File: config.mk
export PLATFORM = sky130hd
export DESIGN_NAME = perceptron_trainer
export DESIGN_NICKNAME = d
export VERILOG_FILES = /design/src/rtl/perceptron_pkg.sv /design/src/rtl/perceptron_sat_add.sv /design/src/rtl/perceptron_trainer.sv
export SDC_FILE = /design/constraint.sdc
export NUM_CORES = 1
export LEC_CHECK = 0
export CAP_MARGIN = 5
export CORE_UTILIZATION = 59
export CTS_BUF_LIST = sky130_fd_sc_hd__clkbuf_4 sky130_fd_sc_hd__clkbuf_8
export DETAILED_ROUTE_END_ITERATION = 7
export PLACE_DENSITY = 0.78
export SYNTH_ARGS = -nofsm -noshare
export SYNTH_HDL_FRONTEND = slang
export SYNTH_SLANG_ARGS = --single-unit
File: constraint.sdc
create_clock -name clk -period 14.5 [get_ports clk]
set_clock_uncertainty 0.15 [all_clocks]
set_input_delay 2.9 -clock clk [delete_from_list [all_inputs] [get_ports clk]]
set_output_delay 2.9 -clock clk [all_outputs]
set_load 0.05 [all_outputs]
File: src/rtl/perceptron_pkg.sv
// perceptron_pkg
//   Shared definitions for the perceptron trainer slice:
//   - FSM state encoding (IDLE, ACCUM, DECIDE, UPDATE, DONE)
//   - clog2 helper used to size the weight-load index port
//   - generic signed saturating add, evaluated at SAT_MAX_W bits with the
//     clamp range chosen by the caller's destination width
package perceptron_pkg;

    localparam logic [2:0] ST_IDLE   = 3'd0;
    localparam logic [2:0] ST_ACCUM  = 3'd1;
    localparam logic [2:0] ST_DECIDE = 3'd2;
    localparam logic [2:0] ST_UPDATE = 3'd3;
    localparam logic [2:0] ST_DONE   = 3'd4;

    // Widest operand the saturating adder supports.
    localparam int SAT_MAX_W = 64;

    // Ceiling log2, never less than 1 so a port built from it is at least one bit.
    function automatic int clog2(input int value);
        int result;
        result = 0;
        for (int i = 0; i < 32; i++) begin
            if ((64'd1 << i) < 64'(value)) begin
                result = i + 1;
            end else begin
                result = result;
            end
        end
        return (result < 1) ? 1 : result;
    endfunction

    // Signed add of two SAT_MAX_W-bit operands (already sign-extended from
    // 'width' bits), clamped to the signed range of 'width' bits.
    // One guard bit above SAT_MAX_W keeps the raw sum exact.
    function automatic logic signed [SAT_MAX_W-1:0] sat_add(
        input logic signed [SAT_MAX_W-1:0] a,
        input logic signed [SAT_MAX_W-1:0] b,
        input int                          width
    );
        logic signed [SAT_MAX_W:0]   sum;
        logic signed [SAT_MAX_W:0]   max_v;
        logic signed [SAT_MAX_W:0]   min_v;
        logic signed [SAT_MAX_W-1:0] result;
        sum   = {a[SAT_MAX_W-1], a} + {b[SAT_MAX_W-1], b};
        max_v = (65'sd1 <<< (width - 1)) - 65'sd1;
        min_v = ~max_v;
        if (sum > max_v) begin
            result = max_v[SAT_MAX_W-1:0];
        end else if (sum < min_v) begin
            result = min_v[SAT_MAX_W-1:0];
        end else begin
            result = sum[SAT_MAX_W-1:0];
        end
        return result;
    endfunction

endpackage

File: src/rtl/perceptron_sat_add.sv
// perceptron_sat_add
//   Combinational signed saturating adder of parameterisable width.
//   Ports:
//     a_i   [WIDTH] signed operand
//     b_i   [WIDTH] signed operand
//     sum_o [WIDTH] a_i + b_i clamped to the signed WIDTH-bit range
module perceptron_sat_add
    import perceptron_pkg::*;
#(
    parameter int WIDTH = 8
) (
    input  logic signed [WIDTH-1:0] a_i,
    input  logic signed [WIDTH-1:0] b_i,
    output logic signed [WIDTH-1:0] sum_o
);

    // Operands are sign-extended into the package adder; the clamp keeps the
    // result inside WIDTH bits so the truncation is lossless.
    assign sum_o = WIDTH'(sat_add(SAT_MAX_W'(a_i), SAT_MAX_W'(b_i), WIDTH));

endmodule

File: src/rtl/perceptron_trainer.sv
// perceptron_trainer
//   Serial binary perceptron: scores an N_IN-bit feature vector against
//   signed weights one feature per cycle with saturating accumulation, then
//   optionally applies the perceptron learning rule on a mispredict.
//   Ports:
//     clk, rst_n          clock, synchronous active-low reset
//     in_valid_i/in_ready_o   sample handshake (ready only in IDLE)
//     features_i, label_i, train_en_i   sample contents
//     wload_valid_i, wload_idx_i, wload_data_i   weight/bias write (IDLE only;
//                         index N_IN addresses the bias)
//     out_valid_o/out_ready_i  result handshake
//     class_out_o, sum_out_o, mispredict_o  registered result
module perceptron_trainer
    import perceptron_pkg::*;
#(
    parameter int N_IN   = 16,
    parameter int W      = 8,
    parameter int ACC_W  = 12,
    parameter int LR     = 16,
    parameter int INIT_W = 0
) (
    input  logic                        clk,
    input  logic                        rst_n,
    input  logic                        in_valid_i,
    output logic                        in_ready_o,
    input  logic [N_IN-1:0]             features_i,
    input  logic                        label_i,
    input  logic                        train_en_i,
    input  logic                        wload_valid_i,
    input  logic [clog2(N_IN+1)-1:0]    wload_idx_i,
    input  logic signed [W-1:0]         wload_data_i,
    output logic                        out_valid_o,
    input  logic                        out_ready_i,
    output logic                        class_out_o,
    output logic signed [ACC_W-1:0]     sum_out_o,
    output logic                        mispredict_o
);

    localparam int IDX_W = clog2(N_IN + 1);

    logic [2:0]              state_q, state_d;
    logic [IDX_W-1:0]        idx_q, idx_d;
    logic [N_IN-1:0]         feat_q, feat_d;
    logic                    label_q, label_d;
    logic                    train_q, train_d;
    logic signed [ACC_W-1:0] acc_q, acc_d;
    logic signed [W-1:0]     weights_q [N_IN];
    logic signed [W-1:0]     weights_d [N_IN];
    logic signed [W-1:0]     bias_q, bias_d;
    logic                    class_q, class_d;
    logic signed [ACC_W-1:0] sum_q, sum_d;
    logic                    mis_q, mis_d;
    logic                    out_valid_q, out_valid_d;
    logic                    in_ready_q;

    logic                    feat_bit_s;
    logic signed [W-1:0]     w_sel_s;
    logic signed [ACC_W-1:0] w_ext_s;
    logic signed [ACC_W-1:0] acc_sum_s;
    logic signed [W-1:0]     lr_s;
    logic signed [W-1:0]     delta_s;
    logic signed [W-1:0]     upd_src_s;
    logic signed [W-1:0]     upd_sum_s;

    // Select the current feature bit and weight; idx may reach N_IN, which
    // selects nothing here (the bias is picked separately for the update).
    always_comb begin
        feat_bit_s = 1'b0;
        w_sel_s    = {W{1'b0}};
        for (int i = 0; i < N_IN; i++) begin
            feat_bit_s = (idx_q == IDX_W'(i)) ? feat_q[i]    : feat_bit_s;
            w_sel_s    = (idx_q == IDX_W'(i)) ? weights_q[i] : w_sel_s;
        end
    end

    assign w_ext_s   = ACC_W'(w_sel_s);
    assign lr_s      = W'(LR);
    assign delta_s   = label_q ? lr_s : -lr_s;
    assign upd_src_s = (idx_q == IDX_W'(N_IN)) ? bias_q : w_sel_s;

    perceptron_sat_add #(.WIDTH(ACC_W)) u_acc_add (
        .a_i   (acc_q),
        .b_i   (w_ext_s),
        .sum_o (acc_sum_s)
    );

    perceptron_sat_add #(.WIDTH(W)) u_upd_add (
        .a_i   (upd_src_s),
        .b_i   (delta_s),
        .sum_o (upd_sum_s)
    );

    // Next-state logic for the FSM, datapath and weight store.
    always_comb begin
        state_d     = state_q;
        idx_d       = idx_q;
        feat_d      = feat_q;
        label_d     = label_q;
        train_d     = train_q;
        acc_d       = acc_q;
        weights_d   = weights_q;
        bias_d      = bias_q;
        class_d     = class_q;
        sum_d       = sum_q;
        mis_d       = mis_q;
        out_valid_d = out_valid_q;
        case (state_q)
            ST_IDLE: begin
                if (in_valid_i) begin
                    // Sample starts from the bias as it stood before any
                    // coincident load.
                    feat_d  = features_i;
                    label_d = label_i;
                    train_d = train_en_i;
                    acc_d   = ACC_W'(bias_q);
                    idx_d   = {IDX_W{1'b0}};
                    state_d = ST_ACCUM;
                end else begin
                    state_d = ST_IDLE;
                end
                if (wload_valid_i) begin
                    if (wload_idx_i == IDX_W'(N_IN)) begin
                        bias_d = wload_data_i;
                    end else begin
                        for (int i = 0; i < N_IN; i++) begin
                            weights_d[i] = (wload_idx_i == IDX_W'(i)) ? wload_data_i : weights_d[i];
                        end
                    end
                end else begin
                    bias_d = bias_q;
                end
            end
            ST_ACCUM: begin
                if (feat_bit_s) begin
                    acc_d = acc_sum_s;
                end else begin
                    acc_d = acc_q;
                end
                if (idx_q == IDX_W'(N_IN - 1)) begin
                    idx_d   = {IDX_W{1'b0}};
                    state_d = ST_DECIDE;
                end else begin
                    idx_d = idx_q + IDX_W'(1);
                end
            end
            ST_DECIDE: begin
                class_d = ~acc_q[ACC_W-1];
                sum_d   = acc_q;
                mis_d   = train_q & (class_d ^ label_q);
                if (mis_d) begin
                    idx_d   = {IDX_W{1'b0}};
                    state_d = ST_UPDATE;
                end else begin
                    out_valid_d = 1'b1;
                    state_d     = ST_DONE;
                end
            end
            ST_UPDATE: begin
                if (idx_q == IDX_W'(N_IN)) begin
                    bias_d      = upd_sum_s;
                    out_valid_d = 1'b1;
                    state_d     = ST_DONE;
                end else begin
                    for (int i = 0; i < N_IN; i++) begin
                        weights_d[i] = ((idx_q == IDX_W'(i)) && feat_bit_s) ? upd_sum_s : weights_d[i];
                    end
                    idx_d = idx_q + IDX_W'(1);
                end
            end
            ST_DONE: begin
                if (out_ready_i) begin
                    out_valid_d = 1'b0;
                    state_d     = ST_IDLE;
                end else begin
                    state_d = ST_DONE;
                end
            end
            default: begin
                out_valid_d = 1'b0;
                state_d     = ST_IDLE;
            end
        endcase
    end

    // State and datapath registers; reset aborts any sample in flight.
    always_ff @(posedge clk) begin
        if (!rst_n) begin
            state_q     <= ST_IDLE;
            idx_q       <= {IDX_W{1'b0}};
            feat_q      <= {N_IN{1'b0}};
            label_q     <= 1'b0;
            train_q     <= 1'b0;
            acc_q       <= {ACC_W{1'b0}};
            for (int i = 0; i < N_IN; i++) begin
                weights_q[i] <= W'(INIT_W);
            end
            bias_q      <= {W{1'b0}};
            class_q     <= 1'b0;
            sum_q       <= {ACC_W{1'b0}};
            mis_q       <= 1'b0;
            out_valid_q <= 1'b0;
            in_ready_q  <= 1'b1;
        end else begin
            state_q     <= state_d;
            idx_q       <= idx_d;
            feat_q      <= feat_d;
            label_q     <= label_d;
            train_q     <= train_d;
            acc_q       <= acc_d;
            weights_q   <= weights_d;
            bias_q      <= bias_d;
            class_q     <= class_d;
            sum_q       <= sum_d;
            mis_q       <= mis_d;
            out_valid_q <= out_valid_d;
            // Registered copy of "state is IDLE".
            in_ready_q  <= (state_d == ST_IDLE);
        end
    end

    assign in_ready_o   = in_ready_q;
    assign out_valid_o  = out_valid_q;
    assign class_out_o  = class_q;
    assign sum_out_o    = sum_q;
    assign mispredict_o = mis_q;

endmodule

==> impl_metrics.py, run 1 <==
metrics = {
    "grt": {
        "grt_start_max_net_pins": 69,
        "antenna_found_initial": 0,
        "grt_pass1_vias": 9163,
        "track_usage_pct": 35.0,
        "grt.overflow.total": 0,
        "grt_pass1_wl_mm": 50.0,
    },
    "sta": {
        "setup_tns_ns": 0,
        "finalCritPeriodShare_pct": 42.2,
        "fmax_mhz": 163,
        "rsz0062_at_grt": "no",
        "holdWs_ns": 0.308,
        "min_period_ns": 6.12,
        "hold_viol": 0,
        "maxSlewViolCount": 0,
        "maxSlewHeadroom_pct": 15.3,
        "finalSetupViolations": 0,
        "worst_slew_pin_slew_ns": 1.25,
    },
    "logic_synthesis": {
        "synthFlopType": "dfxtp_1",
        "yosys_warnings": 0,
        "synth_nets": 1432,
        "synth_edf_count": 0,
        "netlist_top_cells_area": "dfxtp_1 36%, nand2_1 7.4%, a21oi_1 7.3%",
        "ys_async_sr_fraction_pct": 0,
        "yosysTopAreaCellShare_pct": 35.9,
        "post_synth_instance_area_um2": 10600,
        "ys_types": 87,
        "ys_ff_latch": 190,
        "synth_top_area_cell": "dfxtp_1",
        "netlist_instances": 1371,
        "syn_area_per_cell_um2": 7.72,
        "ys_seq_area_share_pct": 35.9,
    },
    "route": {
        "first_pass_iters": 6,
        "wl_mm": 31.5,
        "wl_met3_mm": 3.40,
        "drt_iter0_markers": 1272,
        "vias": 10500,
        "ant_nets": 0,
        "via_per_inst": 6.62,
        "highest-signal-layer": "met4",
        "drc": 0,
        "met1_length_mm": 14.0,
        "wl_met2_mm": 13.2,
        "routedWlPerCell_um": 19.9,
    },
    "floorplanning": {
        "row_count": 48,
        "coreArea_um2": 17400,
        "pin_count": 52,
        "die_area_um2": 18500,
        "die_h_um": 136,
        "initial_core_util_pct": 60.8,
        "die_w_um": 136,
    },
    "finish": {
        "synthToLayoutAreaGrowth_pct": 7.38,
        "diodes": 0,
        "finalNetCount": 1409,
        "drive_gt1_share_pct": 6.76,
        "ff_latch_area_um2": 3800,
        "fillers": 1555,
        "multi_input_area_um2": 6100,
    },
    "setup_path": {
        "cp_data_required_time_ns": 14.68,
        "path_class": "reg -> reg",
        "start_kind": "flop",
        "critical_path_arrival_ns": 6.30,
        "cp-end-kind": "flop",
        "path_max_fanout": 29,
    },
    "cts": {
        "cts_setup_buffers": 0,
        "hold_buffers": 0,
        "root_buffer": "clkbuf_8",
        "cts_made_buffers": 17,
        "cts_tree": "built",
        "cts_buffer_depth": 2,
        "cts.clk_slew.worst_paths_ns": 0.10,
        "cts.repair.resized": 0,
        "clock_sinks": 190,
        "htreeDepth": 4,
        "insertion_delay_ns": 0.50,
    },
    "place": {
        "io_buffers": 51,
        "dp_hpwl_mm": 22.0,
        "place.gp.congestion": 0.930,
    },
    "run_status": {
        "status": "completed",
    },
    "power": {
        "leakagePower_nw": 4.09,
        "ir_drop_uv": 80.2,
        "power.density_nw_per_um2": 97.3,
    },
    "job": {
        "cap_violations": 0,
    },
    "min_path": {
        "worstHoldPathType": "reg -> reg",
    },
}
-- synth_stat cells, types with 7 or more instances --
cell,number
o21ai_0,104
dfxtp_1,190
a221oi_1,7
buf_2,29
clkbuf_1,66
nor3_1,19
a211oi_1,19
xnor2_1,7
o21a_1,8
o211ai_1,33
inv_1,33
a22oi_1,12
nand3b_1,9
o21ai_1,20
nor2b_1,9
o31ai_1,15
a21o_1,9
nand3_1,53
or3_1,10
nand2_1,210
mux2i_1,13
ha_1,23
a21oi_1,155
nand2b_1,13
o22ai_1,17
a31oi_1,27
and3_1,15
nor2_1,92
buf_6,10
-- placed cells by master (no fill, tap or decap), drive strengths merged, types with 19 or more instances in the layout --
cell type      count
a211oi            19
a21oi            157
a31oi             27
buf               23
clkdlybuf4s50     50
dfxtp            190
ha                23
inv               45
nand2            210
nand3             53
nor2              92
nor3              23
o211ai            34
o21ai            130
-- where the power goes --
| part | total, mW | internal [mW] | switching (mW) | leakage [nW] |
|---|---|---|---|---|
| registers | 0.566 | 0.547 | 0.0189 | 1.55 |
| clock network | 0.350 | 0.129 | 0.222 | 0.198 |
| logic | 0.190 | 0.0681 | 0.122 | 2.35 |
-- layer usage --
metal	up-vias	track usage, %
met5	-	0
met4	0	12.5
met3	84	6.75
met2	645	50.8
met1	4849	51.1
li1	4926	-
-- per-stage QoR --
stage | worst slack, ns | std cells | cell area [um^2] | power (mW) | utilization (%)
after floorplan | 9.59 | 1371 | 10600 | 0.708 | -
after global routing | 8.04 | 1586 | 11400 | 1.15 | 65.3
after CTS | 8.63 | 1586 | 11400 | 1.10 | 65.3
after detailed placement | 8.52 | 1554 | 11000 | 0.761 | 63.1
final | 8.38 | 1586 | 11400 | 1.11 | 65.3
after global placement | 8.65 | 1554 | 11000 | 0.757 | 63.1
-- final timing paths --
kind,cells past startpoint,slack (ns),to,start
worst max-delay path,19,8.38,weights_q[40],idx_q[0]
worst min-delay path,2,0.31,feat_q[1],feat_q[1]
worst max register to register,19,8.38,weights_q[40],idx_q[0]
worst min register to register,2,0.31,feat_q[1],feat_q[1]
-- worst max-delay path, stage by stage (launching register included) --
cell      delay (ns)
dfxtp_1         0.43
ha_1            0.17
buf_4           0.32
nand3_1         0.16
inv_1           0.09
ha_1            0.60
inv_1           0.37
nand2_1         0.23
nor4_1          0.08
o21ai_0         0.10
o211ai_1        0.34
mux2_2          0.40
ha_1            0.44
inv_1           0.13
nor3_1          0.26
a22oi_1         0.22
inv_1           0.20
o31ai_1         0.11
a32oi_2         0.93
o21ai_0         0.21
-- logic make-up (layout without fill, tap and decap cells) --
logic type	Yosys count	after routing	share of synthesized area [%]
adder cells (fa/ha/maj)	25	25	3.10
multiplexers	20	20	2.19
flip-flops	190	190	35.9
buffers and inverters	149	139	6.48
XOR/XNOR	11	11	0.910
AO/OA/AOI/OAI	489	489	29.0
AND/OR/NAND/NOR	487	487	22.4
-- flip-flops by register name, summed over array words and instances (netlist names) --
| register | count |
|---|---|
| acc_q | 12 |
| out_valid_o | 1 |
| mispredict_o | 1 |
| idx_q | 5 |
| in_ready_o | 1 |
| label_q | 1 |
| state_q | 3 |
| sum_out_o | 12 |
| class_out_o | 1 |
| weights_q | 128 |
| feat_q | 16 |
| train_q | 1 |
| bias_q | 8 |
-- cell type report --
class | count | share of cell area (%)
multi-input cells | 1032 | 53.7
flip-flops and latches | 190 | 33.5
repair buffers | 73 | 5.92
well taps | 225 | 2.48
clock buffers | 17 | 2.06
clock inverters | 15 | 1.27
inverters | 34 | 1.12
Power figures use the tool's default switching activity.
==> run 2: changes to the inputs <==
==> constraint.sdc (replaced) <==
create_clock -name clk -period 6.4 [get_ports clk]
set_clock_uncertainty 0.15 [all_clocks]
set_input_delay 1.28 -clock clk [delete_from_list [all_inputs] [get_ports clk]]
set_output_delay 1.28 -clock clk [all_outputs]
set_load 0.05 [all_outputs]
==> run 2 against run 1 <==
Against the previous run:
- setup slack got worse by 7.9 ns
- total power up 130%
- combinational power rose by 130%
- cell count grew 0.63%
- critical path type unchanged
==> impl_metrics.py, run 2 (synthesized netlist as in run 1, its figures left out) <==
metrics = {
    "route": {
        "drc": 0,
        "ant_nets": 0,
        "routedWlPerCell_um": 20.2,
        "vias": 10500,
        "first_pass_iters": 6,
        "drt_iter0_markers": 1510,
        "via_per_inst": 6.61,
        "wl_mm": 32.3,
    },
    "floorplanning": {
        "pin_count": 52,
        "initial_core_util_pct": 60.8,
        "die_h_um": 136,
        "die_area_um2": 18500,
        "coreArea_um2": 17400,
        "row_count": 48,
        "die_w_um": 136,
    },
    "setup_path": {
        "reg2regPathDepth": 16,
        "regToRegEndpoint": "weights_q[40]",
        "critical_path_arrival_ns": 6.12,
        "path_max_fanout": 23,
        "path_class": "reg -> reg",
        "ff2ff_setup_slack_ns": 0.43,
        "r2r-start": "idx_q[0]",
        "start_kind": "flop",
        "cp-end-kind": "flop",
        "cp_data_required_time_ns": 6.55,
    },
    "sta": {
        "rsz0062_at_grt": "no",
        "fmax_mhz": 168,
        "setup_tns_ns": 0,
        "finalSetupViolations": 0,
        "finalCritPeriodShare_pct": 93.3,
        "hold_viol": 0,
        "maxSlewHeadroom_pct": 14.7,
        "maxSlewViolCount": 0,
        "min_period_ns": 5.97,
        "worst_slew_pin_slew_ns": 1.28,
    },
    "power": {
        "internal-power_mw": 1.77,
        "combPwrFrac_pct": 16.7,
        "leakagePower_nw": 4.17,
        "p_switching_mw": 0.822,
        "ir_drop_uv": 262,
        "seq_power_share_pct": 49.7,
        "switching_share_pct": 31.7,
        "power_frac_clock_pct": 33.6,
        "power.density_nw_per_um2": 225,
    },
    "grt": {
        "use_met3_pct": 6.15,
        "grt_start_max_net_pins": 67,
        "busiest_layer": "met2",
        "grt.overflow.total": 0,
        "track_usage_pct": 35.4,
        "grt_pass1_wl_mm": 50.6,
        "antenna_found_initial": 1,
        "grt_use_met1_pct": 51.7,
        "grt.met2_usage_pct": 53.1,
        "grt_pass1_vias": 9231,
    },
    "cts": {
        "cts_made_buffers": 17,
        "cts.repair.resized": 0,
        "cts_setup_buffers": 0,
        "insertion_delay_ns": 0.49,
        "root_buffer": "clkbuf_8",
        "cts_tree": "built",
        "clock_sinks": 190,
        "cts.clk_slew.worst_paths_ns": 0.11,
        "hold_buffers": 0,
        "cts_buffer_depth": 2,
        "htreeDepth": 4,
    },
    "job": {
        "cap_violations": 0,
    },
    "finish": {
        "drive_gt1_share_pct": 7.44,
        "final_area_um2": 11500,
        "largestRegisters": "weights_q x128, feat_q x16",
        "largest_reg_flops": 128,
        "largest_register": "weights_q",
        "synthToLayoutAreaGrowth_pct": 8.59,
        "diodes": 0,
        "final_common_cell": "nand2_1",
        "final_cell_mix": "210 x nand2_1, 190 x dfxtp_1, 155 x a21oi_1, 103 x o21ai_0, 92 x nor2_1",
        "finalNetCount": 1419,
    },
    "place": {
        "dp_hpwl_mm": 23.1,
        "place.gp.congestion": 0.988,
        "io_buffers": 51,
        "dpl-instance-area_um2": 11100,
    },
    "min_path": {
        "worstHoldPathType": "reg -> reg",
        "hold_end": "sum_out_o[4]",
        "hold_path_startpoint": "sum_out_o[4]",
        "whs_path_depth": 2,
    },
    "run_status": {
        "status": "completed",
    },
}
-- run 2: cell count changes in the layout (fill, tap and decap cells not counted) --
cell / change
buf_4: +10
inv_6: -3
bufinv_16: +2
clkinv_2: -1
clkinv_4: +1
clkinv_8: +1
-- run 2: layer usage --
layer	vias up	wire (um)
met3	69	3350
met2	623	14100
li1	4956	-
met5	-	0
met4	0	582
met1	4897	14200
-- run 2: cell type report --
| class | instances | area (um^2) |
|---|---|---|
| timing repair buffer | 83 | 748 |
| clock inverter | 15 | 198 |
| sequential | 190 | 3800 |
| tap | 225 | 282 |
| clock buffer | 17 | 234 |
| inverter | 34 | 128 |
| multi-input combinational | 1032 | 6100 |
| fill | 1553 | 5920 |
-- run 2: through the flow --
stage                     utilization [%]  instances  total power, mW  hold WS, ns  worst slack, ns
after CTS                            66.0       1596             2.58        0.311            0.596
after floorplan                         -       1371             1.60        0.282             1.49
after detailed placement             63.5       1564             1.73        0.296            0.638
final                                66.0       1596             2.59        0.311            0.431
after global placement               63.5       1564             1.72        0.288            0.827
after global routing                 66.0       1596             2.68        0.332            0.137
-- run 2: how the worst max path moves through the flow --
stage	start	endpoint	slack, ns
floorplan	idx_q[0]	acc_q[5]	1.49
global placement	idx_q[0]	weights_q[120]	0.83
detailed placement	idx_q[0]	weights_q[40]	0.64
CTS	idx_q[0]	weights_q[40]	0.60
global route	idx_q[0]	weights_q[88]	0.14
finish	idx_q[0]	weights_q[40]	0.43
-- run 2: critical path, cell delays in order, from the launching register on --
cell and delay, ns:
dfxtp_1 0.42, ha_1 0.70, nor4bb_1 0.45, buf_4 0.22
mux2i_1 0.21, a211oi_1 0.11, o21ai_0 0.24, o211ai_1 0.35
mux2_2 0.40, ha_1 0.43, inv_1 0.14, nor3_1 0.20
a22oi_1 0.21, inv_1 0.18, o31ai_1 0.10, a32oi_2 1.00
o21ai_0 0.26
-- run 2: power by group through the flow --
stage	combinational (mW)	sequential (mW)	clock, mW
3_3_place_gp	0.413	1.31	0
2_1_floorplan	0.313	1.29	0
4_1_cts	0.423	1.28	0.870
6_report	0.433	1.29	0.869
5_1_grt	0.470	1.29	0.916
3_5_place_dp	0.421	1.31	0
==> run 3: changes to the inputs <==
--- a/config.mk
+++ b/config.mk
@@ -6,10 +6,13 @@
 export NUM_CORES = 1
 export LEC_CHECK = 0
 export CAP_MARGIN = 5
-export CORE_UTILIZATION = 59
+export CELL_PAD_IN_SITES_DETAIL_PLACEMENT = 0
+export CELL_PAD_IN_SITES_GLOBAL_PLACEMENT = 1
+export CORE_UTILIZATION = 47
 export CTS_BUF_LIST = sky130_fd_sc_hd__clkbuf_4 sky130_fd_sc_hd__clkbuf_8
 export DETAILED_ROUTE_END_ITERATION = 7
-export PLACE_DENSITY = 0.78
+export PLACE_DENSITY_LB_ADDON = 0.1
+export SLEW_MARGIN = 10
 export SYNTH_ARGS = -nofsm -noshare
 export SYNTH_HDL_FRONTEND = slang
 export SYNTH_SLANG_ARGS = --single-unit
==> run 3 against run 2 <==
Against the previous run:
- the run now ends with DRC left
- critical path depth up 3
- sequential power hardly changed
- worst hold slack worse by 0.0029 ns
- setup slack worse by 0.13 ns
- total power down 1.0%
- global-route usage shrank 4.6 points
- fmax shrank 2.2%
- via count fell by 2.5%
- combinational power increased by 2%
- first-iteration DRC count down 34%
- critical endpoint is now acc_q[8]
==> impl_metrics.py, run 3 (synthesized netlist as in run 1, its figures left out) <==
metrics = {
    "setup_path": {
        "slowest_delay_ns": 0.61,
        "r2r-start": "idx_q[0]",
        "reg2regPathDepth": 19,
        "path_class": "reg -> reg",
        "critical_path_arrival_ns": 6.34,
        "cp-end-kind": "flop",
        "crit_path_top_delay_cell": "nor4_2",
        "cp_data_required_time_ns": 6.64,
        "cpLargestDelayFamily": "compound AO/OA/AOI/OAI gates",
        "regToRegEndpoint": "acc_q[8]",
        "crit_chain": "inv_1, ha_1, nor4_2, a22oi_1, o21ai_0, mux2i_1, a211oi_1, o21ai_0, o211ai_1, ha_1, a21oi_1, nor2b_1, a41oi_1, o211ai_1, mux2_2, nand3_1, nor2_1, nand2_1, a32o_1",
        "timing.critical_path.from": "idx_q[0]",
        "cp-endpoint": "acc_q[8]",
        "path_max_fanout": 20,
        "cp.depth": 19,
        "cp_num_buf_inv": 1,
        "start_kind": "flop",
        "ff2ff_setup_slack_ns": 0.30,
    },
    "min_path": {
        "worstHoldPathType": "reg -> reg",
    },
    "cts": {
        "cts_made_buffers": 17,
        "root_buffer": "clkbuf_8",
        "cts_tree": "built",
        "cts.clk_slew.worst_paths_ns": 0.12,
        "cts.repair.resized": 0,
        "clock_sinks": 190,
        "htreeDepth": 4,
        "insertion_delay_ns": 0.48,
        "hold_buffers": 0,
        "cts_setup_buffers": 0,
        "cts_buffer_depth": 2,
    },
    "sta": {
        "maxSlewViolCount": 0,
        "rsz0062_at_grt": "no",
        "finalCritPeriodShare_pct": 95.3,
        "fmax_mhz": 164,
        "min_period_ns": 6.10,
        "worst_slew_pin_slew_ns": 1.27,
        "finalSetupViolations": 0,
        "hold_viol": 0,
        "maxSlewHeadroom_pct": 14.6,
        "setup_tns_ns": 0,
    },
    "finish": {
        "final_common_cell": "nand2_1",
        "largest_register": "weights_q",
        "synthToLayoutAreaGrowth_pct": 9.55,
        "largest_reg_flops": 128,
        "fillers": 2190,
        "drive_gt1_share_pct": 8.06,
        "largestRegisters": "weights_q x128, feat_q x16",
        "diodes": 0,
        "ff_latch_area_um2": 3800,
        "multi_input_area_um2": 6110,
        "final_cell_mix": "210 x nand2_1, 190 x dfxtp_1, 155 x a21oi_1, 104 x o21ai_0, 91 x nor2_1",
        "finalNetCount": 1426,
    },
    "power": {
        "leakagePower_nw": 4.18,
        "ir_drop_uv": 135,
        "power.density_nw_per_um2": 221,
        "internal-power_mw": 1.73,
        "power_frac_clock_pct": 32.7,
        "seq_power_share_pct": 50.1,
        "switching_share_pct": 32.5,
        "p_switching_mw": 0.833,
        "combPwrFrac_pct": 17.2,
        "finalPower_mw": 2.56,
    },
    "floorplanning": {
        "pin_count": 52,
        "die_h_um": 152,
        "die_area_um2": 23100,
        "die_w_um": 152,
        "initial_core_util_pct": 48.2,
        "coreArea_um2": 22000,
        "row_count": 54,
    },
    "route": {
        "first_pass_iters": 8,
        "vias": 10300,
        "drc": 4,
        "drt_iter0_markers": 1004,
        "ant_nets": 0,
        "via_per_inst": 6.20,
        "routedWlPerCell_um": 21.3,
        "wl_mm": 35.4,
    },
    "run_status": {
        "status": "finished, violations left",
        "violations": "DRC",
    },
    "grt": {
        "grt_start_max_net_pins": 77,
        "grt.overflow.total": 0,
        "grt_pass1_wl_mm": 55.1,
        "track_usage_pct": 30.8,
        "antenna_found_initial": 0,
        "grt_pass1_vias": 9492,
    },
    "place": {
        "place.gp.congestion": 0.932,
        "dp_hpwl_mm": 25.2,
        "io_buffers": 51,
    },
    "job": {
        "cap_violations": 0,
    },
}
-- run 3: per-layer routing --
| metal | vias to the layer above | track usage (%) | wire, um |
|---|---|---|---|
| li1 | 4961 | - | - |
| met1 | 4868 | 45.0 | 16600 |
| met2 | 420 | 46.1 | 15200 |
| met3 | 36 | 6.53 | 3040 |
| met4 | 0 | 7.29 | 485 |
| met5 | - | 0 | 0 |
-- run 3: through the flow --
| step | instances | utilization, % | setup WS, ns | hold WS [ns] | cell area (um^2) |
|---|---|---|---|---|---|
| 2_1_floorplan | 1371 | - | 1.49 | 0.282 | 10600 |
| 6_report | 1658 | 52.8 | 0.300 | 0.309 | 11600 |
| 3_5_place_dp | 1626 | 51.0 | 0.490 | 0.296 | 11200 |
| 5_1_grt | 1658 | 52.8 | 0.186 | 0.332 | 11600 |
| 4_1_cts | 1658 | 52.8 | 0.496 | 0.313 | 11600 |
| 3_3_place_gp | 1626 | 51.0 | 0.601 | 0.288 | 11200 |
-- run 3: power groups by stage --
stage	combinational (mW)	clock, mW	sequential (mW)
after floorplan	0.313	0	1.29
after global placement	0.433	0	1.31
after detailed placement	0.435	0	1.31
after CTS	0.437	0.848	1.28
after global routing	0.483	0.896	1.29
final	0.441	0.838	1.28
-- run 3: worst min path at each step --
stage	from	slack (ns)	cells after the start	end
finish	feat_q[1]	0.31	2	feat_q[1]
global route	weights_q[103]	0.33	2	weights_q[103]
CTS	weights_q[55]	0.31	2	weights_q[55]
detailed placement	sum_out_o[8]	0.30	2	sum_out_o[8]
global placement	weights_q[87]	0.29	2	weights_q[87]
floorplan	weights_q[87]	0.28	2	weights_q[87]
-- run 3: final cells by class --
class | instances | share of cell area [%]
timing repair buffer | 90 | 6.90
inverter | 34 | 1.10
clock inverter | 15 | 1.47
multi-input combinational | 1032 | 52.7
clock buffer | 17 | 2.02
sequential | 190 | 32.8
tap | 280 | 3.02
-- run 3: worst min-delay path, cell delays in order (launching register included) --
cell and delay (ns):
dfxtp_1 0.32, nand2_1 0.05, a21oi_1 0.05
==> RTL change 1 (settings of run 1) <==
Set the parameter `N_IN` to 8 (it was 16).
--- a/src/rtl/perceptron_trainer.sv
+++ b/src/rtl/perceptron_trainer.sv
@@ -14,5 +14,5 @@
     import perceptron_pkg::*;
 #(
-    parameter int N_IN   = 16,
+    parameter int N_IN   = 8,
     parameter int W      = 8,
     parameter int ACC_W  = 12,
Ports: changed (resized features_i and wload_idx_i); port bits go from 52 to 43. No check against the original RTL was run, so the function may have changed too.
==> RTL change 1 against run 1 <==
Combinational power is 33% lower; critical path type unchanged; area after synthesis is 37% lower; worst setup slack better by 710 ps; largest power group unchanged; design area is 34% lower; wire length is 41% lower; total power is 29% lower; sequential cell count is 73 lower; synthesized cell count is 39% lower.
==> RTL change 1: results (changes against run 1) <==
[grt]
grtUsageMet2_pct = 54.97  ; was 50.77%
grtUsageMet1_pct = 37.45  ; was 51.12%
met3_usage_pct = 8.017  ; was 6.749%
grt_max_degree = 125  ; was 69
grt_pass1_wl_um = 29190  ; was 50020 um
grt-busiest-layer = met2  ; was met1
grt_usage_pct = 32.43  ; was 35.01%

[cells_and_area]
seq_area_mm2 = 0.002342  ; was 0.003804 mm2
largest_reg_flops = 64  ; was 128
buf_share_pct = 6.051  ; was 5.922%
filler_cell_count = 920  ; was 1555
inverters_excl_clock = 19  ; was 34
n_all_buffers = 47  ; was 73
multi_input_gates = 651  ; was 1032
n_clock_buffer = 18  ; was 17
final-clk-cell-share_pct = 5.450  ; was 3.324%
sh_seq_area_pct = 31.29  ; was 33.46%

[clock_tree]
worst_skew_pair.late_latency_ps = 460  ; was 500 ps
clk_transition_reported_paths_ps = 70  ; was 100 ps

[hold_path]
min_to = weights_q[44]  ; was feat_q[1]

[placed_design]
numPortBuffers = 42  ; was 51
placed_cell_area_mm2 = 0.007077  ; was 0.01099 mm2
dpl.cell_count = 974  ; was 1554
place_congestion = 0.8821  ; was 0.9303
hpwl_um = 12890  ; was 22040 um

[synthesis]
ys_top_cells_by_area = dfxtp_1, nand2_1, a21oi_1  ; unchanged
yosysUniqueCellTypes = 73  ; was 87
synth-seq-area-share_pct = 34.97  ; was 35.93%
synth_mux_area_share_pct = 2.541  ; was 2.187%
synthAdderAreaFrac_pct = 4.521  ; was 3.097%
synth-xor-area-share_pct = 1.177  ; was 0.9101%
ys_top_cells_by_count = nand2_1, dfxtp_1, a21oi_1  ; unchanged
syn_inst = 842  ; was 1371
synth_compound_area_share_pct = 30.32  ; was 29.04%

[routing]
wl_met2_um = 9128  ; was 13230 um
drtIter0Drc = 521  ; was 1272
vias = 6340  ; was 10.50k
wl_met1_um = 7651  ; was 13950 um
wl_met3_um = 1043  ; was 3404 um
wire_per_inst_um = 18.40  ; was 19.86 um

[critical_path]
endpoint = acc_q[5]  ; was weights_q[40]
crit_path_top_delay_cell = a2111oi_0  ; was a32oi_2
rr_worst_depth = 18  ; was 19
critPathArrivalTime_ps = 5590  ; was 6300 ps

[power]
ir_worst_vdd_v = 0.0001049  ; was 0.00008017 V
p_sw_uw = 228.4  ; was 362.2 uW

[status]
status = completed  ; unchanged

[die]
die_x_um = 108.5  ; was 136.0 um

[RTL change 1: cell types whose count changed after synthesis, sizes merged, moves of 34 or more]
| cell | before | now |
|---|---|---|
| dfxtp | 190 | 117 |
| o21ai | 130 | 85 |
| nor2 | 92 | 48 |
| nand2 | 210 | 135 |
| nand3 | 53 | 13 |
| a21oi | 157 | 98 |
| clkbuf | 66 | 28 |
| a21boi | 0 | 34 |
[RTL change 1: power groups by stage]
stage,clock network [mW],registers [mW],logic (mW)
6_report,0.309,0.350,0.128
5_1_grt,0.325,0.352,0.139
4_1_cts,0.311,0.350,0.126
3_5_place_dp,0,0.357,0.125
3_3_place_gp,0,0.356,0.120
2_1_floorplan,0,0.353,0.0940
[RTL change 1: per-stage QoR]
step,worst slack (ps),power [mW]
finish,9094,0.7878
global route,8854,0.8164
CTS,9173,0.7867
detailed placement,9044,0.4820
global placement,9212,0.4766
floorplan,9957,0.4472
==> RTL change 2 (flow settings as in run 1) <==
Made on the original files. Compare `idx_q` against `IDX_W'(N_IN - 1)` with >= in place of ==.
--- a/src/rtl/perceptron_trainer.sv
+++ b/src/rtl/perceptron_trainer.sv
@@ -137,5 +137,5 @@
                     acc_d = acc_q;
                 end
-                if (idx_q == IDX_W'(N_IN - 1)) begin
+                if (idx_q >= IDX_W'(N_IN - 1)) begin
                     idx_d   = {IDX_W{1'b0}};
                     state_d = ST_DECIDE;
Behaviour: no difference found for any inputs over 4 cycles, from zero or initial values and one cycle with rst_n low; that may be too few to reach the edited logic, so the function may still have changed.
==> RTL change 2 against run 1 <==
Total power increased by 3.9%; design area increased by 1.9%; final cell count shrank 0.38%; worst setup slack lost 420 ps; core utilization increased by 0.79 points; sequential cell count stayed put; non-clock buffer count fell by 1; wire length is 10% higher; area after synthesis up 1.2%; critical path type unchanged; highest routed layer unchanged.
==> RTL change 2: results (changes against run 1) <==
[cells_and_area]
n_antenna_cell = 0  ; unchanged
biggestRegsByFlops = weights_q (128), feat_q (16)  ; unchanged
filler_cell_count = 1529  ; was 1555
layout-drive-gt1-share_pct = 6.642  ; was 6.760%

[synthesis]
yosysUniqueCellTypes = 87  ; unchanged
synth-xor-area-share_pct = 1.156  ; was 0.9101%
synthFlopType = dfxtp_1  ; unchanged
synthAdderAreaFrac_pct = 2.943  ; was 3.097%
yosysWarnings = 0  ; unchanged
ys_top_cells_by_count = a21oi_1, dfxtp_1, nand2_1  ; was nand2_1, dfxtp_1, a21oi_1
synth_compound_area_share_pct = 34.38  ; was 29.04%
synth-edff-count = 0  ; unchanged
synth-seq-area-share_pct = 35.51  ; was 35.93%
synth_mux_area_share_pct = 1.156  ; was 2.187%
syn_nets = 1429  ; was 1432
async_flop_share_pct = 0  ; unchanged
ys_top_cells_by_area = dfxtp_1, a21oi_1, nand2_1  ; was dfxtp_1, nand2_1, a21oi_1

[critical_path]
rr_worst_depth = 19  ; unchanged
critPathArrivalTime_ps = 6710  ; was 6300 ps
crit_fanout = 30  ; was 29

[job]
drv_cap = 0  ; unchanged

[hold_path]
hold_depth = 2  ; unchanged
worst_hold_path_type = reg2reg  ; unchanged

[clock_tree]
numCtsBuffers = 17  ; unchanged
ctsResizeCount = 0  ; unchanged
cts-root-buf = clkbuf_8  ; unchanged
ctsHoldBuffers = 0  ; unchanged
post_cts_buffers = 0  ; unchanged
htreeDepth = 4  ; unchanged
clock_path_buffers = 2  ; unchanged
clk_transition_reported_paths_ps = 100  ; about the same
worst_skew_pair.late_latency_ps = 500  ; about the same

[grt]
antenna_found_initial = 0  ; unchanged
grt_pass1_vias = 9634  ; was 9163
grt_pass1_wl_um = 53880  ; was 50020 um
grt_max_degree = 92  ; was 69
grt_usage_pct = 37.48  ; was 35.01%

[placed_design]
hpwl_um = 23090  ; was 22040 um
place_congestion = 0.9116  ; was 0.9303
numPortBuffers = 51  ; unchanged

[status]
status = completed  ; unchanged

[routing]
drt-pass1-iter-count = 6  ; unchanged
vias = 11110  ; was 10.50k
drtIter0Drc = 1801  ; was 1272
drt_wl_total_um = 34720  ; was 31510 um

[power]
ir_worst_vdd_v = 0.00008173  ; was 0.00008017 V
leakagePower_nw = 3.974  ; was 4.091 nW

[timing]
worst_pin_slew_ps = 1272  ; was 1252 ps

-- RTL change 2: cell types whose count changed after synthesis, moves of 7 or more --
cell / change
a31oi_1: -10
buf_2: -16
and3_1: -8
a22oi_1: -7
o32ai_1: +7
nand4_1: +11
a311oi_1: +38
clkbuf_1: +22
nor3_1: +8
a21oi_1: +39
o21ai_1: -19
nand2_1: -62
nand3_1: -17
-- RTL change 2: critical path: stages (launching register included) --
cell and delay (ps):
dfxtp_1 360, inv_1 130, ha_1 160, buf_4 350, or4b_1 670, o32ai_1 340, a22oi_1 140, o22ai_1 250
o211ai_1 130, a21oi_1 200, o22ai_1 130, o41ai_1 920, mux2_2 310, ha_1 250, a31o_2 270, a31oi_4 270
o21ai_4 100, xor2_4 190, o21ai_2 820, a311oi_1 200
-- RTL change 2: cell families after synthesis --
family,count (synthesis)
mux,12
xor+xnor,12
fa+ha+maj,24
compound gates,565
simple gates,418
flops,190
buf+inv,148
-- RTL change 2: path summary, 6_finish.rpt --
| check | from | end | slack (ps) |
|---|---|---|---|
| hold / removal | sum_out_o[10] | sum_out_o[10] | 310 |
| setup reg to reg | idx_q[0] | weights_q[43] | 7960 |
| hold reg to reg | sum_out_o[10] | sum_out_o[10] | 310 |
| setup / recovery | idx_q[0] | weights_q[43] | 7960 |
-- RTL change 2: final cells by class --
class                      instances  share of cell area, %
clock buffer                      17                  2.020
clock inverter                    15                  1.469
multi-input combinational       1031                  54.53
timing repair buffer              72                  5.725
tap                              225                  2.430
sequential                       190                  32.84
inverter                          30                 0.9937
-- RTL change 2: routing by layer --
layer,global-route usage (%),routed length (um)
met1,55.30,14970
met2,52.85,14530
met3,8.481,4451
met4,12.96,773
met5,0,0
-- RTL change 2: where the power goes --
part           internal, mW  leakage (nW)  total (mW)  switching, mW
clock network         0.145         0.200       0.366          0.221
logic                0.0726          2.23       0.210          0.138
registers             0.552          1.55       0.573         0.0211
-- RTL change 2: stage by stage --
| step | util (%) | setup slack, ps | std cells | instance area [um2] | hold WS, ps |
|---|---|---|---|---|---|
| 3_3_place_gp | 63.75 | 8335 | 1548 | 11180 | 288.8 |
| 2_1_floorplan | - | 9284 | 1369 | 10710 | 281.2 |
| 4_1_cts | 66.05 | 8132 | 1580 | 11580 | 310.3 |
| 5_1_grt | 66.05 | 7763 | 1580 | 11580 | 333.8 |
| 6_report | 66.05 | 7958 | 1580 | 11580 | 307.1 |
| 3_5_place_dp | 63.75 | 8126 | 1548 | 11180 | 295.6 |
